$ cat config.mk
export PLATFORM = sky130hd
export DESIGN_NAME = keypad_debouncer
export DESIGN_NICKNAME = d
export VERILOG_FILES = /design/src/rtl/keypad_debouncer.sv
export SDC_FILE = /design/constraint.sdc
export NUM_CORES = 1
export LEC_CHECK = 0
export CORE_MARGIN = 1.5
export CORE_UTILIZATION = 51
export CTS_CLUSTER_DIAMETER = 30
export DETAILED_ROUTE_END_ITERATION = 16
export PLACE_DENSITY = 0.75
export SLEW_MARGIN = 20
export SYNTH_ARGS = -nofsm -noshare
export SYNTH_HDL_FRONTEND = slang
export SYNTH_SLANG_ARGS = --single-unit
export TNS_END_PERCENT = 30
$ cat constraint.sdc
create_clock -name clock -period 2.37 [get_ports clock]
set_input_delay 0.3555 -clock clock [delete_from_list [all_inputs] [get_ports clock]]
set_output_delay 0.3555 -clock clock [all_outputs]
set_load 0.05 [all_outputs]
$ cat src/rtl/keypad_debouncer.sv
`default_nettype none
// ==========================================================================
// keypad_debouncer : synchronise, debounce and one-key-lock the ten oven keys
// Revision 1.0
// ==========================================================================
module keypad_debouncer #(
  parameter int NUM_KEYS        = 10,
  parameter int DEBOUNCE_CYCLES = 3
) (
  input  logic                clock,
  input  logic                clearn,
  input  logic [NUM_KEYS-1:0] raw_keys,
  input  logic                enablen,
  output logic [NUM_KEYS-1:0] keypad,
  output logic [3:0]          key_code,
  output logic                key_valid,
  output logic                key_held
);

  typedef enum logic [1:0] {
    IDLE        = 2'd0,
    DEB_PRESS   = 2'd1,
    PRESSED     = 2'd2,
    DEB_RELEASE = 2'd3
  } state_t;

  localparam logic [3:0]          DEB_LAST = 4'(DEBOUNCE_CYCLES);
  localparam logic [NUM_KEYS-1:0] ONE      = NUM_KEYS'(1);

  state_t              state, state_n;
  logic [NUM_KEYS-1:0] sync1, sync2;
  logic [NUM_KEYS-1:0] cand, cand_n;
  logic [3:0]          count, count_n, count_inc;
  logic [NUM_KEYS-1:0] keypad_n;
  logic [3:0]          key_code_n;
  logic                key_valid_n, key_held_n;
  logic                s_onehot, s_match;

  function automatic logic [3:0] key_index(input logic [NUM_KEYS-1:0] v);
    logic [3:0] idx;
    idx = 4'hF;
    for (int i = 0; i < NUM_KEYS; i++) begin
      if (v[i]) idx = 4'(i);
    end
    return idx;
  endfunction

  assign s_onehot  = (sync2 != '0) && ((sync2 & (sync2 - ONE)) == '0);
  assign s_match   = (sync2 == cand);
  assign count_inc = (count == 4'hF) ? count : count + 4'd1;

  always_ff @(posedge clock) begin
    if (!clearn) begin
      sync1     <= '0;
      sync2     <= '0;
      state     <= IDLE;
      cand      <= '0;
      count     <= 4'd0;
      keypad    <= '0;
      key_code  <= 4'hF;
      key_valid <= 1'b0;
      key_held  <= 1'b0;
    end else begin
      sync1     <= raw_keys;
      sync2     <= sync1;
      state     <= state_n;
      cand      <= cand_n;
      count     <= count_n;
      keypad    <= keypad_n;
      key_code  <= key_code_n;
      key_valid <= key_valid_n;
      key_held  <= key_held_n;
    end
  end

  always_comb begin
    state_n     = state;
    cand_n      = cand;
    count_n     = count;
    keypad_n    = keypad;
    key_code_n  = key_code;
    key_valid_n = 1'b0;
    case (state)
      IDLE: begin
        if (!enablen && s_onehot) begin
          cand_n  = sync2;
          count_n = 4'd1;
          state_n = DEB_PRESS;
        end
      end
      DEB_PRESS: begin
        if (enablen || !s_match) begin
          count_n = 4'd0;
          state_n = IDLE;
        end else if (count_inc == DEB_LAST) begin
          count_n     = 4'd0;
          keypad_n    = cand;
          key_code_n  = key_index(cand);
          key_valid_n = 1'b1;
          state_n     = PRESSED;
        end else begin
          count_n = count_inc;
        end
      end
      PRESSED: begin
        // Any deviation from the locked key, including a second key, starts a release.
        if (!s_match) begin
          count_n = 4'd1;
          state_n = DEB_RELEASE;
        end
      end
      DEB_RELEASE: begin
        if (s_match) begin
          count_n = 4'd0;
          state_n = PRESSED;
        end else if (count_inc == DEB_LAST) begin
          count_n    = 4'd0;
          keypad_n   = '0;
          key_code_n = 4'hF;
          state_n    = IDLE;
        end else begin
          count_n = count_inc;
        end
      end
      default: begin
        count_n = 4'd0;
        state_n = IDLE;
      end
    endcase
    key_held_n = (state_n == PRESSED) || (state_n == DEB_RELEASE);
  end

endmodule
`default_nettype wire

Yosys cells after proc, flatten, opt, wreduce, memory -nomap -nowiden

Index checks and enable logic that the tools add are counted.

Logic and storage cells: 77
Register bits: 52
Input bits: 13
Output and inout bits: 16

Eq/ne operators: 14
Bitwise logic cells: 3
Reduce and logical (&&, ||, !) cells: 14
Mux-type cells: 35
Add/sub/neg operators: 2

Operators by type and width:

| operator              | count |
|---|---|
| $mux 4                | 20 |
| $mux 10               | 4 |
| $pmux 10 s2           | 1 |
| $pmux 4 s4            | 1 |
| $mux 2                | 6 |
| $ne 2x2->1 const B    | 6 |
| $and 10x10->10        | 1 |
| $eq 10x10->1          | 1 |
| $logic_not 10->1      | 1 |
| $reduce_bool 10->1    | 1 |
| $sub 10x1->10 const B | 1 |
| $eq 2x2->1 const B    | 4 |
| $pmux 2 s4            | 1 |
| $pmux 4 s2            | 1 |
| $reduce_and 5->1      | 1 |
| $add 4x1->4 const B   | 1 |
| $eq 4x2->1 const B    | 1 |
| $eq 4x4->1 const B    | 1 |
| $reduce_and 2->1      | 2 |
| $reduce_or 3->1       | 1 |
| $eq 2x1->1 const B    | 1 |
| $logic_and 1x1->1     | 2 |
| $logic_not 1->1       | 2 |
| $logic_not 2->1       | 1 |
| 4 further kinds       | 6 |

Longest topological paths before layout

Depth in word-level cells: 13
Gate-level depth with buffers: 8
Depth with buffers taken out: 6

Least setup slack after synthesis

No wires, ideal clock.

Kind: register to register
Start: register sync2[6]
End: register count[2]
Required time: 2.284 ns
Clock period less this slack: 1.994 ns
Data arrival time: 1.908 ns
Library setup time: 0.086 ns
Path buffers: 1
Slack: 0.376 ns
Cell stages (with the launch flop): 8
Cell sequence: dfxtp_1 -> xnor2_1 -> nand4_1 -> or4b_1 -> buf_2 -> a21o_1 -> a31o_1 -> a221oi_2

Longest elaborated chain between the ends: 7
Elaborated cells on any way between the ends: 15
Those cells by class: add/sub (1); eq/ne (3); mux (3); bitwise (1); reduce/logical (7)

Ends and longest elaborated chain:

| element                    | line | source |
|---|---|---|
| start, declared            | 31   | `logic [NUM_KEYS-1:0] sync1, sync2;` |
| start signal, assigned     | 65   | `sync2 <= sync1;` |
| $sub 10x1->10              | 48   | `assign s_onehot = (sync2 != '0) && ((sync2 & (sync2 - ONE)) == '0);` |
| $and 10x10->10             | 48   |  |
| $logic_not 10->1           | 48   |  |
| $logic_and 1x1->1          | 48   |  |
| $logic_and 1x1->1          | 85   | `if (!enablen && s_onehot) begin` |
| $ne 2x2->1 (no line)       | -    |  |
| $reduce_and 2->1 (no line) | -    |  |
| end signal, assigned       | 68   | `count <= count_n;` |
| end, declared              | 33   | `logic [3:0] count, count_n, count_inc;` |

Several ways; a longest one is shown, not always the timed one.
A chain may end at the register's enable or synchronous reset.

Worst setup path after layout

Start: register cand[2]
End: register count[2]

Longest elaborated chain between the ends: 5
Elaborated cells on any way between the ends: 8
Those cells by class: eq/ne (2); mux (3); reduce/logical (3)

Ends and longest elaborated chain:

| element                | line | source |
|---|---|---|
| start, declared        | 32   | `logic [NUM_KEYS-1:0] cand, cand_n;` |
| start signal, assigned | 67   | `cand <= cand_n;` |
| $eq 10x10->1 (*)       | 49   | `assign s_match = (sync2 == cand);` |
| $logic_not 1->1        | -    |  |
| $logic_or 1x1->1       | 92   | `if (enablen \|\| !s_match) begin` |
| $mux 4                 | 92   |  |
| $pmux 4 s4             | 83   | `case (state)` |

Every way passes the cells marked *; elsewhere a longest branch is shown, timed or not.

==> qor.txt <==
cell count after placement = 312
Final Cell Area = 2650 um^2
Final HPWL DP = 2820 um
vias in the first global route = 1483
CP top delay family = simple AND/OR/NAND/NOR gates
global-route wire length before repair = 6710 um
Post-Syn Nets = 252
Via Count = 1698
Crit Path Max Fanout = 6
Setup violations, final = 0
Final Cycle Share = 92.7%
Inserted Clock Buffers = 5
post-synthesis average cell area = 9.06 um^2
Bufs on Longest Clock Path = 2
I/O pin count = 29
CP required = 2590 ps
chip width = 68.0 um
Synth Register Bits = 52
DP Area = 2520 um^2
Area Overhead vs Synth = 22.8%
total power = 1.75 mW
CP cell instances = xnor2_1, nand4_1, or4b_4, a21o_1, a31o_1, a221oi_2
GRT Total Usage = 19.6%
Place WS = 63.4 ps
row count = 23
Setup Buffers After CTS = 0
multi-input logic area = 1030 um^2
top_reg_cell synth = dfxtp_1
Die Y = 68.0 um
mean routed wirelength per cell = 12.8 um
Cell Pwr Density = 660 nW/um^2
hold crit path type = flop to flop
routed wire length = 4090 um
hold_buf cts = 0
vias per inst = 5.31
Max Slew Vio Count = 0
Final min period = 2200 ps
FF/Latch Area = 1040 um^2
Rel. slew slack = 66.8%
Hold Fails Final Rpt = 0
Initial Utilization = 53.5%
Synth top area share = 48.3%
Reg clk slew, reported paths = 80 ps
CORE AREA = 4030 um^2
Routed Antenna Nets = 0
Yosys warning total = 0
slowest CP cell = or4b_4
H-Tree Level Count = 2
Final nets = 283
FMAX = 455 MHz
final core occ = 65.7%
DRC errors left = 0
Max Cap Viol = 0
CP endpoint kind = flop
layout cell share with drive strength beyond 1 = 8.52%
worst setup margin = 174 ps
startpoint types = flop
number of distinct library cells after synthesis = 41
WS Path Type = flop to flop
Peak VDD IR = 345 uV
total gr overflow = 0
GPL Wtd Cong = 0.849
area of the die = 4630 um^2
sequential element share of the synthesized area = 48.3%
n_diodes = 0
CTS sink cnt = 52
leading post-synthesis cells by cell area = dfxtp_1 (48%), and2_1 (6.4%), mux2i_1 (4.6%), xnor2_1 (4.5%), o21ai_0 (4.4%)
slowest stage delay, CP = 620 ps
Post-Layout Cell Count = 320
CP arrival = 2420 ps
area leader, netlist = dfxtp_1
EDFF count, synth = 0
initial antenna violation count = 0
Layout Skew = 8.02 ps
status = completed
LEAKAGE = 0.948 nW
Root Buffer = clkbuf_8
area of the mapped netlist = 2160 um^2
fill count = 358
RSZ-0062 raised after global routing = false
Slew @ Worst Pin = 497 ps
Synth top cells by count = dfxtp_1 (52), and2_1 (22), nor2_1 (20)
Syn Inst Count = 238
largest net degree at the start of global routing = 37
cell with the most instances after synthesis = dfxtp_1
ys async rst share = 0%
worst skew pair latency = 310 ps
CTS tree = yes
port bufs = 28
Critical path buffers and inverters = 0
Setup TNS Final = 0 ps
final hold slack = 435 ps
DRT iter0 DRCs = 97
1st-pass router iterations = 4
[flip-flops by register name, summed over array words and instances, names as in the netlist]
name,cells
sync2,10
sync1,10
state,2
cand,10
key_code,4
key_valid,1
count,4
key_held,1
keypad,10
[kinds of logic (layout without fill, tap and decap cells)]
logic type | Yosys count | count (layout) | share of synthesized area [%]
AND/OR/NAND/NOR | 90 | 90 | 21.2
XOR/XNOR | 11 | 11 | 4.47
AO/OA/AOI/OAI | 51 | 51 | 16.0
flip-flops | 52 | 52 | 48.3
multiplexers | 10 | 10 | 4.64
adder cells (fa/ha/maj) | 2 | 2 | 1.04
buffers and inverters | 22 | 54 | 4.29
[layer usage]
layer	share of wire, %	GRT usage (%)	vias to the layer above	wire length (um)
met4	1.7	9.00	0	68
met1	50	25.8	775	2030
met3	3.2	5.10	5	131
met5	0	0	-	0
li1	-	-	888	-
met2	45	30.1	30	1860
[layout make-up]
class | count | area share [%]
Multi-Input combinational cell | 164 | 38.8
Sequential cell | 52 | 39.3
Inverter | 10 | 1.42
Timing Repair Buffer | 36 | 13.3
Clock inverter | 1 | 1.13
Clock buffer | 7 | 3.64
Tap cell | 50 | 2.36
[worst paths after layout]
kind / slack, ps / end / cells after the start / from
min reg2reg: 440 / sync2[4] / 1 / sync1[4]
max: 170 / count[2] / 6 / cand[2]
max reg2reg: 170 / count[2] / 6 / cand[2]
min: 440 / sync2[4] / 1 / sync1[4]
[power breakdown]
group,leakage [nW],internal (mW),switching (mW)
Clock,0.0645,0.372,0.281
Combinational,0.460,0.0848,0.0877
Sequential,0.424,0.897,0.0235
[what timing repair did]
action	4_1_cts	5_1_grt
endpoints found under the setup margin	0	1
resized for setup	0	1
endpoints found under the hold margin	0	0
[layout by cell type, fill, tap and decap left out, types with 2 or more instances in the layout]
cell type,n
a22oi_1,2
mux2i_1,10
dfxtp_1,52
o31a_1,2
o31ai_1,2
nor2_1,20
inv_1,9
nor3_1,6
buf_4,7
o21bai_1,2
nand4_1,3
clkdlybuf4s50_1,28
a31oi_1,3
o221a_2,2
xnor2_1,11
o22ai_1,3
or3_1,3
a21oi_1,6
and2_1,22
clkbuf_8,7
nand3_1,14
o2111ai_1,2
nand2_1,16
o21ai_0,19
Power figures use the tool's default switching activity.
